### config.mk
export PLATFORM = sky130hd
export DESIGN_NAME = uart_reg_bank
export DESIGN_NICKNAME = d
export VERILOG_FILES = /design/src/rtl/uart_reg_bank_pkg.sv /design/src/rtl/uart_sync_fifo.sv /design/src/rtl/uart_reg_bank.sv
export SDC_FILE = /design/constraint.sdc
export NUM_CORES = 1
export LEC_CHECK = 0
export ABC_CLOCK_PERIOD_IN_PS = 4100
export CAP_MARGIN = 5
export CORE_ASPECT_RATIO = 1.25
export CORE_MARGIN = 2
export CORE_UTILIZATION = 60
export DETAILED_ROUTE_END_ITERATION = 6
export GPL_TIMING_DRIVEN = 1
export PLACE_DENSITY = 0.78
export SLEW_MARGIN = 5
export SYNTH_ARGS = -nofsm -noshare
export SYNTH_HDL_FRONTEND = slang
export SYNTH_HIERARCHICAL = 1
export SYNTH_SLANG_ARGS = --single-unit
### constraint.sdc
create_clock -name clk -period 4.1 [get_ports clk]
set_input_delay 0.615 -clock clk [delete_from_list [all_inputs] [get_ports clk]]
set_output_delay 0.615 -clock clk [all_outputs]
set_load 0.1 [all_outputs]
### src/rtl/uart_reg_bank_pkg.sv
// Shared constants for the UART register bank: register addresses and
// bit positions inside LSR, FCR and IER.
package uart_reg_bank_pkg;

    localparam int unsigned FIFO_DEPTH_DEF = 16;

    localparam int unsigned REG_RB_TH = 0;
    localparam int unsigned REG_IE    = 1;
    localparam int unsigned REG_FC    = 2;
    localparam int unsigned REG_LS    = 5;
    localparam int unsigned REG_SCR   = 7;

    localparam int unsigned LSR_DR   = 0;
    localparam int unsigned LSR_OE   = 1;
    localparam int unsigned LSR_THRE = 5;
    localparam int unsigned LSR_TEMT = 6;

    localparam int unsigned FCR_RX_CLR = 1;
    localparam int unsigned FCR_TX_CLR = 2;

    localparam int unsigned IER_RDA  = 0;
    localparam int unsigned IER_THRE = 1;
    localparam int unsigned IER_LS   = 2;

endpackage

### src/rtl/uart_sync_fifo.sv
// Synchronous FIFO with clear-wins semantics, drop-on-full pushes and
// a zeroed head while empty.
module uart_sync_fifo #(
    parameter int DEPTH = 16,
    parameter int AW    = 4,
    parameter int W     = 8
) (
    input  logic          clk,
    input  logic          rst,
    input  logic          push,
    input  logic          pop,
    input  logic          clear,
    input  logic [W-1:0]  din,
    output logic          full,
    output logic          empty,
    output logic [AW:0]   count,
    output logic [W-1:0]  head
);

    logic [W-1:0]  mem_q [DEPTH];
    logic [AW-1:0] wr_ptr_q, wr_ptr_d;
    logic [AW-1:0] rd_ptr_q, rd_ptr_d;
    logic [AW:0]   count_q, count_d;
    logic          do_push_s, do_pop_s;

    // A push into a full FIFO is only accepted when a pop frees a slot in the same cycle.
    always_comb begin
        empty     = (count_q == '0);
        full      = (count_q == (AW+1)'(DEPTH));
        count     = count_q;
        head      = empty ? '0 : mem_q[rd_ptr_q];
        do_pop_s  = pop & ~empty;
        do_push_s = push & (~full | do_pop_s);
        wr_ptr_d  = wr_ptr_q;
        rd_ptr_d  = rd_ptr_q;
        count_d   = count_q;
        if (clear) begin
            wr_ptr_d = '0;
            rd_ptr_d = '0;
            count_d  = '0;
        end else begin
            if (do_push_s) begin
                wr_ptr_d = wr_ptr_q + AW'(1);
            end else begin
                wr_ptr_d = wr_ptr_q;
            end
            if (do_pop_s) begin
                rd_ptr_d = rd_ptr_q + AW'(1);
            end else begin
                rd_ptr_d = rd_ptr_q;
            end
            case ({do_push_s, do_pop_s})
                2'b10:   count_d = count_q + (AW+1)'(1);
                2'b01:   count_d = count_q - (AW+1)'(1);
                default: count_d = count_q;
            endcase
        end
    end

    always_ff @(posedge clk) begin
        if (rst) begin
            wr_ptr_q <= '0;
            rd_ptr_q <= '0;
            count_q  <= '0;
        end else begin
            wr_ptr_q <= wr_ptr_d;
            rd_ptr_q <= rd_ptr_d;
            count_q  <= count_d;
        end
    end

    // Storage needs no reset: the head is masked while the FIFO is empty.
    always_ff @(posedge clk) begin
        if (do_push_s && !clear && !rst) begin
            mem_q[wr_ptr_q] <= din;
        end
    end

endmodule

### src/rtl/uart_reg_bank.sv
// Byte-wide UART register slave: THR/RBR FIFOs, IER, FCR, LSR, SCR and a
// registered interrupt request.
module uart_reg_bank
    import uart_reg_bank_pkg::*;
#(
    parameter int UART_ADDR_WIDTH = 3,
    parameter int FIFO_DEPTH      = FIFO_DEPTH_DEF,
    parameter int FIFO_AW         = 4
) (
    input  logic                       clk,
    input  logic                       wb_rst_i,
    input  logic                       we_i,
    input  logic                       re_i,
    input  logic [UART_ADDR_WIDTH-1:0] adr_i,
    input  logic [7:0]                 dat_i,
    output logic [7:0]                 dat_o,
    output logic [7:0]                 tx_data,
    output logic                       tx_valid,
    input  logic                       tx_ready,
    input  logic [7:0]                 rx_data,
    input  logic                       rx_valid,
    output logic                       int_o
);

    localparam logic [UART_ADDR_WIDTH-1:0] A_RB  = UART_ADDR_WIDTH'(REG_RB_TH);
    localparam logic [UART_ADDR_WIDTH-1:0] A_IE  = UART_ADDR_WIDTH'(REG_IE);
    localparam logic [UART_ADDR_WIDTH-1:0] A_FC  = UART_ADDR_WIDTH'(REG_FC);
    localparam logic [UART_ADDR_WIDTH-1:0] A_LS  = UART_ADDR_WIDTH'(REG_LS);
    localparam logic [UART_ADDR_WIDTH-1:0] A_SCR = UART_ADDR_WIDTH'(REG_SCR);

    logic [2:0]       ier_q, ier_d;
    logic [7:0]       scr_q, scr_d;
    logic             oe_q, oe_d;
    logic             int_q, int_d;

    logic             tx_push_s, tx_pop_s, tx_clear_s, tx_full_s, tx_empty_s;
    logic             rx_push_s, rx_pop_s, rx_clear_s, rx_full_s, rx_empty_s;
    logic [FIFO_AW:0] tx_count_s, rx_count_s;
    logic [7:0]       rx_head_s, lsr_s;
    logic             thr_wr_s, rbr_rd_s, fcr_wr_s, lsr_rd_s;
    logic             dr_s, thre_s, temt_s, overrun_s;

    uart_sync_fifo #(.DEPTH(FIFO_DEPTH), .AW(FIFO_AW), .W(8)) u_tx_fifo (
        .clk   (clk),
        .rst   (wb_rst_i),
        .push  (tx_push_s),
        .pop   (tx_pop_s),
        .clear (tx_clear_s),
        .din   (dat_i),
        .full  (tx_full_s),
        .empty (tx_empty_s),
        .count (tx_count_s),
        .head  (tx_data)
    );

    uart_sync_fifo #(.DEPTH(FIFO_DEPTH), .AW(FIFO_AW), .W(8)) u_rx_fifo (
        .clk   (clk),
        .rst   (wb_rst_i),
        .push  (rx_push_s),
        .pop   (rx_pop_s),
        .clear (rx_clear_s),
        .din   (rx_data),
        .full  (rx_full_s),
        .empty (rx_empty_s),
        .count (rx_count_s),
        .head  (rx_head_s)
    );

    // Strobe decode, FIFO handshakes, status flags and read mux.
    always_comb begin
        thr_wr_s   = we_i & (adr_i == A_RB);
        rbr_rd_s   = re_i & (adr_i == A_RB);
        fcr_wr_s   = we_i & (adr_i == A_FC);
        lsr_rd_s   = re_i & (adr_i == A_LS);
        tx_valid   = ~tx_empty_s;
        tx_pop_s   = tx_valid & tx_ready;
        tx_push_s  = thr_wr_s & (~tx_full_s | tx_pop_s);
        tx_clear_s = fcr_wr_s & dat_i[FCR_TX_CLR];
        rx_pop_s   = rbr_rd_s & ~rx_empty_s;
        rx_push_s  = rx_valid & (~rx_full_s | rx_pop_s);
        rx_clear_s = fcr_wr_s & dat_i[FCR_RX_CLR];
        overrun_s  = rx_valid & rx_full_s & ~rx_pop_s;
        dr_s       = (rx_count_s != '0);
        thre_s     = (tx_count_s == '0);
        temt_s     = thre_s & tx_ready;
        lsr_s      = 8'h00;
        lsr_s[LSR_DR]   = dr_s;
        lsr_s[LSR_OE]   = oe_q;
        lsr_s[LSR_THRE] = thre_s;
        lsr_s[LSR_TEMT] = temt_s;
        case (adr_i)
            A_RB:    dat_o = rx_head_s;
            A_IE:    dat_o = {5'b00000, ier_q};
            A_LS:    dat_o = lsr_s;
            A_SCR:   dat_o = scr_q;
            default: dat_o = 8'h00;
        endcase
    end

    // Register writes and the sticky overrun flag; a new overrun beats an LSR read.
    always_comb begin
        if (we_i && (adr_i == A_IE)) begin
            ier_d = dat_i[2:0];
        end else begin
            ier_d = ier_q;
        end
        if (we_i && (adr_i == A_SCR)) begin
            scr_d = dat_i;
        end else begin
            scr_d = scr_q;
        end
        if (overrun_s) begin
            oe_d = 1'b1;
        end else if (lsr_rd_s) begin
            oe_d = 1'b0;
        end else begin
            oe_d = oe_q;
        end
        int_d = (ier_q[IER_RDA] & dr_s) | (ier_q[IER_THRE] & thre_s) | (ier_q[IER_LS] & oe_q);
    end

    always_ff @(posedge clk) begin
        if (wb_rst_i) begin
            ier_q <= 3'b000;
            scr_q <= 8'h00;
            oe_q  <= 1'b0;
            int_q <= 1'b0;
        end else begin
            ier_q <= ier_d;
            scr_q <= scr_d;
            oe_q  <= oe_d;
            int_q <= int_d;
        end
    end

    assign int_o = int_q;

endmodule

### Word-level counts from Yosys, hierarchy flattened

Memory sizes are Yosys's and may differ from the RTL's. A register that Yosys moved wholly into a read port is not among the register bits.
Index checks and enable logic that the tools add are counted.

| storage, ports and cells | value |
|---|---|
| RAM bits | 256 |
| input bits | 25 |
| register bits after elaboration | 39 |
| memories kept | 2 |

| cells by class | value |
|---|---|
| mux-type cells | 15 |
| bitwise gates (word level) | 31 |
| add/sub/neg operators | 8 |
| reductions and logical operators | 18 |
| equal/unequal tests | 10 |

Memories:

| memory | words | bits a word | rd ports | clocked after memory_dff | wr ports | RTL line | source |
|---|---|---|---|---|---|---|---|
| u_rx_fifo.mem_q | 16 | 8 | 1 | 1 | 1 | uart_sync_fifo.sv:20 | `logic [W-1:0] mem_q [DEPTH];` |
| u_tx_fifo.mem_q | 16 | 8 | 1 | 1 | 1 | uart_sync_fifo.sv:20 |  |

Operators with widths:

| kind | count |
|---|---|
| 8-bit one-hot mux with 4 select lines | 1 |
| 1-bit AND | 20 |
| 5-bit one-hot mux with 2 select lines | 2 |
| 4-bit by 1-bit adder with 4-bit output, second input constant | 4 |
| 4-bit two-way mux | 4 |
| 8-bit two-way mux | 2 |
| 5-bit by 1-bit adder with 5-bit output, second input constant | 2 |
| 5-bit == test, second input constant | 2 |
| 5-bit zero test | 2 |
| 5-bit by 1-bit subtractor with 5-bit output, second input constant | 2 |
| 3-bit == test, second input constant | 2 |
| 1-bit logical AND | 6 |
| 1-bit two-way mux | 6 |
| 1-bit bitwise OR | 6 |
| 2-bit nonzero test | 3 |
| 1-bit NOT | 5 |
| 5-bit nonzero test | 1 |
| 2-bit by 1-bit == test with 1-bit output, second input constant | 2 |
| 2-bit == test, second input constant | 2 |
| 2-bit OR reduction | 2 |
| 3-bit by 1-bit == test with 1-bit output, second input constant | 1 |
| 3-bit by 2-bit == test with 1-bit output, second input constant | 1 |
| 1-bit zero test | 3 |
| 3-bit zero test | 1 |

### Depth between registers and ports, before layout

Gate-level depths: netlist of run 1.

| depth | value |
|---|---|
| depth after elaboration | 10 |
| mapped depth | 14 |
| mapped depth without buffers | 12 |

### Modules after synthesis

The synthesis of run 1 kept the hierarchy.

Modules (own cells, without submodules):

| module | area an instance (um^2) | seq. area each (um^2) | cells an instance | times used |
|---|---|---|---|---|
| uart_sync_fifo | 5,968.2 | 4,184.0 | 339 | 2 |
| uart_reg_bank | 750.7 | 260.2 | 95 | 1 |

### Least setup slack after synthesis of run 1

OpenSTA, ideal clock, no wires.

| path | value |
|---|---|
| path type | register to output |
| start | register with a tool-made name |
| end | output port dat_o[2] |
| path slack | -0.044 ns |
| data required time | 3.485 ns |
| stages on the path, launching flop included | 9 |
| arrival | 3.529 ns |
| cells stage by stage | dfxtp_1 > buf_2 > buf_4 > buf_2 > mux4_2 > mux2i_1 > a211oi_1 > mux2i_1 > o21ai_0 |

RTL lines:

| element | RTL line | source |
|---|---|---|
| end, declared | uart_reg_bank.sv:16 | `output logic [7:0] dat_o,` |

==> results.py, run 1 <==
metrics = {
    "setup_path": {
        "crit_type": "reg2out",
        "crit_chain": "buf_4 -> buf_4 -> mux4_2 -> mux2i_1 -> a211oi_1 -> mux2i_1 -> o21ai_1 -> buf_12",
        "crit_path_end_kind": "output port",
        "critical_path_buf_inv_count": 3,
        "cp_slowest_cell": "dfxtp_2",
        "required_ps": 3480,
        "start_kind": "flip-flop",
        "cp_max_fo": 21,
        "critPathMaxStageDelay_ps": 780,
        "cp.arrival_ps": 3180,
        "path_delay_family": "flip-flops",
        "rr_startpoint": "u_tx_fifo/count[1]$_SDFFE_PP0P_",
    },
    "detailed_routing": {
        "antenna_left": 0,
        "vias": 7067,
        "via_per_inst": 6.22,
        "firstDrtPassIters": 7,
        "drc": 0,
        "first_iter_violations": 452,
        "routed_wl_mm": 27.1,
        "routedWlPerCell_um": 23.8,
    },
    "sta": {
        "tns_ps": 0,
        "skew_ps": 23.4,
        "fmax_mhz": 264,
        "timing.final.hold_violations": 0,
        "rsz0062_at_grt": "false",
        "whs_ps": 476,
        "worst_slew_pin_slew_ps": 964,
        "fin_crit_ps": 3790,
        "setup_viol": 0,
        "period_share_pct": 92.4,
        "relSlewSlack_pct": 35.5,
        "final_max_slew_viol_count": 0,
    },
    "logic_synthesis": {
        "yosys-mux-area-fraction_pct": 13.8,
        "synth_warnings": 6,
        "yosysMostFrequentCell": "edfxtp_1",
        "ys_types": 61,
        "synth.top_cell.area_share_pct": 60.6,
        "synth_edf_count": 256,
        "syn-num-nets": 816,
        "synth_common_cells": "edfxtp_1, nor2_1, mux4_2",
        "ys_top_cells_by_area": "edfxtp_1, mux4_2, dfxtp_1, mux2i_1, a211oi_1",
        "synth-seq-cells": 303,
        "synthSimpleGateAreaFrac_pct": 7.50,
        "synth_xor_area_share_pct": 0.828,
        "synth_top_cell_by_area": "edfxtp_1",
        "yosysSeqAreaShare_pct": 68.0,
        "synth_fa_ha_area_share_pct": 1.89,
        "synth-compound-area-share_pct": 5.78,
        "syn_avg_cell_area_um2": 16.4,
        "synth_top_family_by_area": "multiplexers",
        "synth_cells": 773,
        "ys.flop_type": "edfxtp_1",
        "synth_area_um2": 12700,
        "async_flop_share_pct": 0,
    },
    "cells_and_area": {
        "syn_to_final_growth_pct": 14.7,
        "final_nets": 884,
        "fill_cells": 1322,
        "diodes": 0,
        "drive_gt1_share_pct": 21.9,
        "final_core_util_pct": 69.9,
    },
    "run": {
        "drv_cap": 0,
    },
    "die": {
        "pin_count": 43,
        "fp-row-count": 59,
        "start_util_pct": 60.9,
        "dieWidth_um": 134,
        "die_area_um2": 22300,
        "core_um2": 20800,
        "die_h_um": 167,
    },
    "global_route": {
        "grt_pass1_vias": 7343,
        "track_usage_pct": 24.7,
        "grt_pass1_wl_mm": 41.6,
        "grt_max_degree": 22,
        "grt_overflow_total": 0,
        "antenna_found_initial": 0,
    },
    "pwr": {
        "internal_power_mw": 5.25,
        "power_frac_seq_pct": 50.0,
        "cellPowerDensity_nw_per_um2": 467,
        "ir_worst_vdd_v": 0.000588,
        "p_leak_nw": 4.71,
        "power_mw": 6.80,
        "switching_power_mw": 1.54,
        "swShare_pct": 22.7,
        "combPwrFrac_pct": 8.6,
        "clock_power_share_pct": 41.4,
    },
    "clocking": {
        "postCtsSetupBuffers": 0,
        "cts.sinks": 303,
        "cts_tree": "built",
        "cts_buffer_depth": 3,
        "clock_tree.root_cell": "clkbuf_16",
        "htree_levels": 1,
        "cts_buffers": 28,
        "ctsHoldBuffers": 0,
        "clk_latency_ps": 550,
        "cts.clk_slew.worst_paths_ps": 60,
        "ctsResizeCount": 0,
    },
    "min_path": {
        "min-delay-start": "scr_q[4]$_SDFFE_PP0P_",
        "hold_class": "reg2reg",
    },
    "placed_design": {
        "gp_congestion": 0.916,
        "hpwl_mm": 18.2,
        "port_buffers": 42,
    },
    "status": {
        "outcome": "completed",
    },
}
worst reg2reg max path: stages, from the launching register on:
cell,delay [ps]
dfxtp_1,390
or4_1,770
nor2_2,220
nor2b_1,150
o211a_1,270
nor2b_1,220
o21ai_4,130
fa_1,430
nand2b_1,220
a21o_1,200
a311oi_1,270
nand3_1,120
cells by family (layout without fill, tap and decap cells):
| family | after synthesis | count (layout) |
|---|---|---|
| DFF | 303 | 303 |
| muxes | 95 | 95 |
| AOI/OAI and AO/OA | 98 | 98 |
| adders and majority gates | 18 | 18 |
| buffers and inverters | 59 | 149 |
| xor gates and xnor gates | 12 | 12 |
| and+or+nand+nor | 188 | 188 |
state kept, by name, summed over array words and instances, names as in the netlist, named ones only:
register            count
ier_q                   3
int_o                   1
oe_q                    1
scr_q                   8
u_rx_fifo/count         5
u_rx_fifo/mem_q       128
u_rx_fifo/rd_ptr_q      4
u_rx_fifo/wr_ptr_q      4
u_tx_fifo/count         5
u_tx_fifo/mem_q       128
u_tx_fifo/rd_ptr_q      4
u_tx_fifo/wr_ptr_q      4
area by class of cell:
class | count | area [um2] | area share (%)
multi-input combinational | 411 | 3780 | 26.0
sequential | 303 | 8630 | 59.3
clock buffer | 31 | 712 | 4.89
timing repair buffer | 79 | 706 | 4.85
inverter | 18 | 67.6 | 0.464
tap | 274 | 343 | 2.36
clock inverter | 21 | 305 | 2.10
metrics by stage:
| stage | std cells | area, um2 | setup slack (ps) |
|---|---|---|---|
| finish | 1137 | 14500 | 310 |
| CTS | 1137 | 14500 | 338 |
| detailed placement | 1085 | 13500 | 450 |
| global placement | 1085 | 13500 | 462 |
| global route | 1137 | 14500 | 206 |
| floorplan | 773 | 12700 | 94.2 |
worst paths after layout:
kind,endpoint,cells past startpoint,slack (ps)
worst max-delay path,dat_o[2],8,310
worst min register to register,scr_q[4]$_SDFFE_PP0P_,2,480
worst max register to register,u_tx_fifo/count[4]$_SDFFE_PP0P_,11,600
worst min-delay path,scr_q[4]$_SDFFE_PP0P_,2,480
power by group through the flow:
stage	clock network, mW	logic (mW)	registers [mW]
2_1_floorplan	0	0.395	3.45
3_3_place_gp	0	0.558	3.46
3_5_place_dp	0	0.580	3.47
4_1_cts	2.86	0.582	3.40
5_1_grt	2.98	0.622	3.40
6_report	2.82	0.583	3.40
cell usage in the layout, fill, tap and decap left out, types with 5 or more instances in the layout:
cell type | synthesis | routed
o31ai_1 | 5 | 5
dfxtp_1 | 47 | 45
clkbuf_16 | 0 | 28
nor2b_1 | 24 | 24
clkdlybuf4s50_1 | 0 | 25
or4_1 | 7 | 7
nand2_1 | 33 | 33
a211oi_1 | 36 | 36
xor2_1 | 8 | 8
nor3_1 | 7 | 7
o211ai_1 | 6 | 6
inv_1 | 16 | 16
mux2i_1 | 29 | 29
nand3_1 | 10 | 10
buf_4 | 4 | 50
bufinv_16 | 0 | 7
ha_1 | 16 | 16
a21oi_1 | 13 | 13
nor2_1 | 70 | 70
mux4_2 | 64 | 64
edfxtp_1 | 256 | 256
o21ai_1 | 4 | 5
routing by layer:
metal / share of wire, % / vias up / global-route usage [%]
met5: 0 / - / 0
met4: 3.1 / 0 / 7.73
met3: 5.1 / 56 / 3.84
met2: 56 / 234 / 47.1
met1: 36 / 3586 / 28.3
li1: - / 3191 / -
Power figures use the tool's default switching activity.
==> inputs of run 2 (changes only) <==
--- a/config.mk
+++ b/config.mk
@@ -9,10 +9,9 @@
 export CAP_MARGIN = 5
 export CORE_ASPECT_RATIO = 1.25
 export CORE_MARGIN = 2
-export CORE_UTILIZATION = 60
+export CORE_UTILIZATION = 40
 export DETAILED_ROUTE_END_ITERATION = 6
 export GPL_TIMING_DRIVEN = 1
-export PLACE_DENSITY = 0.78
 export SLEW_MARGIN = 5
 export SYNTH_ARGS = -nofsm -noshare
 export SYNTH_HDL_FRONTEND = slang
==> run 2 against run 1 <==
Compared with the run above: die area up 49%; global-route usage fell by 8.5 points; register-to-register slack better by 20 ps; sequential share of layout area down 1.1 points; non-clock buffer count is 9 higher; wire length fell by 2.1%; largest cell class unchanged.
==> results.py, run 2 (same netlist as run 1, synthesis figures left out) <==
metrics = {
    "placed_design": {
        "hpwl_mm": 18.4,
        "port_buffers": 42,
        "dpl_cell_area_um2": 13800,
        "dp_slack_ps": 409,
        "gp_congestion": 0.760,
    },
    "clocking": {
        "ctsResizeCount": 0,
        "cts_tree": "built",
        "cts.clk_slew.worst_paths_ps": 70,
        "ctsHoldBuffers": 0,
        "postCtsSetupBuffers": 0,
        "clock_tree.root_cell": "clkbuf_16",
        "htree_levels": 1,
        "cts.sinks": 303,
        "cts_buffers": 29,
        "clk_latency_ps": 540,
        "cts_buffer_depth": 3,
    },
    "die": {
        "core_um2": 31100,
        "dieWidth_um": 163,
        "fp-row-count": 72,
        "die_h_um": 203,
        "pin_count": 43,
        "start_util_pct": 40.8,
        "die_area_um2": 33200,
    },
    "sta": {
        "fin_crit_ps": 3630,
        "final_max_slew_viol_count": 0,
        "timing.final.hold_violations": 0,
        "worst_slew_pin_slew_ps": 958,
        "tns_ps": 0,
        "skew_ps": 9.73,
        "rsz0062_at_grt": "false",
        "fmax_mhz": 275,
        "period_share_pct": 88.5,
        "relSlewSlack_pct": 35.9,
        "setup_viol": 0,
        "setup_ws_ps": 470,
    },
    "detailed_routing": {
        "routed_wl_mm": 26.5,
        "routedWlPerCell_um": 20.7,
        "firstDrtPassIters": 4,
        "vias": 6825,
        "antenna_left": 0,
        "first_iter_violations": 351,
        "drc": 0,
        "via_per_inst": 5.33,
    },
    "cells_and_area": {
        "layout_common_cells": "edfxtp_1, nor2_1, mux4_2",
        "fill_cells": 2668,
        "final_nets": 894,
        "syn_to_final_growth_pct": 16.8,
        "drive_gt1_share_pct": 22.8,
        "final_core_util_pct": 47.7,
        "top_regs": "u_rx_fifo/mem_q (128), u_tx_fifo/mem_q (128), scr_q (8)",
        "final_common_cell": "edfxtp_1",
        "final_area_um2": 14800,
        "diodes": 0,
    },
    "run": {
        "drv_cap": 0,
    },
    "pwr": {
        "ir_worst_vdd_v": 0.000373,
        "cellPowerDensity_nw_per_um2": 456,
        "clock_power_share_pct": 41.2,
        "internal_power_mw": 5.21,
        "p_leak_nw": 4.78,
        "switching_power_mw": 1.55,
        "power_frac_seq_pct": 50.3,
        "combPwrFrac_pct": 8.4,
        "swShare_pct": 22.9,
    },
    "min_path": {
        "min_delay_path_depth": 2,
        "min-delay-start": "scr_q[2]$_SDFFE_PP0P_",
        "worstHoldEndpoint": "scr_q[2]$_SDFFE_PP0P_",
        "hold_class": "reg2reg",
    },
    "setup_path": {
        "regToRegSetupSlack_ps": 620,
        "start_kind": "flip-flop",
        "rr_worst_depth": 12,
        "cp_max_fo": 20,
        "crit_path_end_kind": "output port",
        "timing.rr.end": "u_rx_fifo/count[4]$_SDFFE_PP0P_",
        "cp.arrival_ps": 3020,
        "required_ps": 3480,
        "crit_type": "reg2out",
        "rr_startpoint": "u_rx_fifo/count[0]$_SDFFE_PP0P_",
    },
    "global_route": {
        "track_usage_pct": 16.2,
        "grt_pass1_vias": 7077,
        "antenna_found_initial": 2,
        "grt_overflow_total": 0,
        "grt_max_degree": 21,
        "grt_pass1_wl_mm": 40.8,
    },
    "status": {
        "outcome": "completed",
    },
}
## run 2: power groups by stage
stage	clock (mW)	sequential, mW	combinational [mW]
after global routing	2.97	3.40	0.615
after global placement	0	3.47	0.568
after detailed placement	0	3.47	0.576
after CTS	2.86	3.40	0.578
final	2.78	3.40	0.571
after floorplan	0	3.45	0.395
## run 2: layout make-up
class                           count  area (um2)  share of cell area, %
Clock inverter                     19         241                   1.63
Sequential cell                   303        8630                   58.2
Inverter                           18        67.6                  0.456
Tap cell                          407         509                   3.44
Multi-Input combinational cell    411        3780                   25.5
Timing Repair Buffer               88         823                   5.55
Clock buffer                       34         764                   5.16
## run 2: how the worst max path moves through the flow
stage | to | slack, ps | cells past startpoint
floorplan | tx_data[5] | 90 | 6
global placement | u_rx_fifo/count[4]$_SDFFE_PP0P_ | 470 | 13
detailed placement | u_rx_fifo/mem_q[8][3]$_DFFE_PP_ | 410 | 8
CTS | dat_o[3] | 400 | 6
global route | dat_o[1] | 290 | 7
finish | dat_o[7] | 470 | 6
## run 2: routing by layer
layer,wire [um],up-vias,global-route usage (%)
li1,-,3211,-
met1,10600,3455,19.3
met2,14200,114,30.0
met3,1090,41,2.53
met4,572,4,4.49
met5,33,-,0
## run 2: worst max-delay path: stages, from the launching register on
cell and delay, ps:
dfxtp_2 620, buf_4 360, mux4_2 530, mux2i_1 350, a211oi_1 130, a22o_1 290
buf_12 190
## run 2: per-stage QoR
step	total power, mW	hold WS [ps]	cells
floorplan	3.85	430	773
global placement	4.04	446	1227
detailed placement	4.04	454	1227
CTS	6.83	464	1280
global route	6.99	491	1280
finish	6.76	466	1280
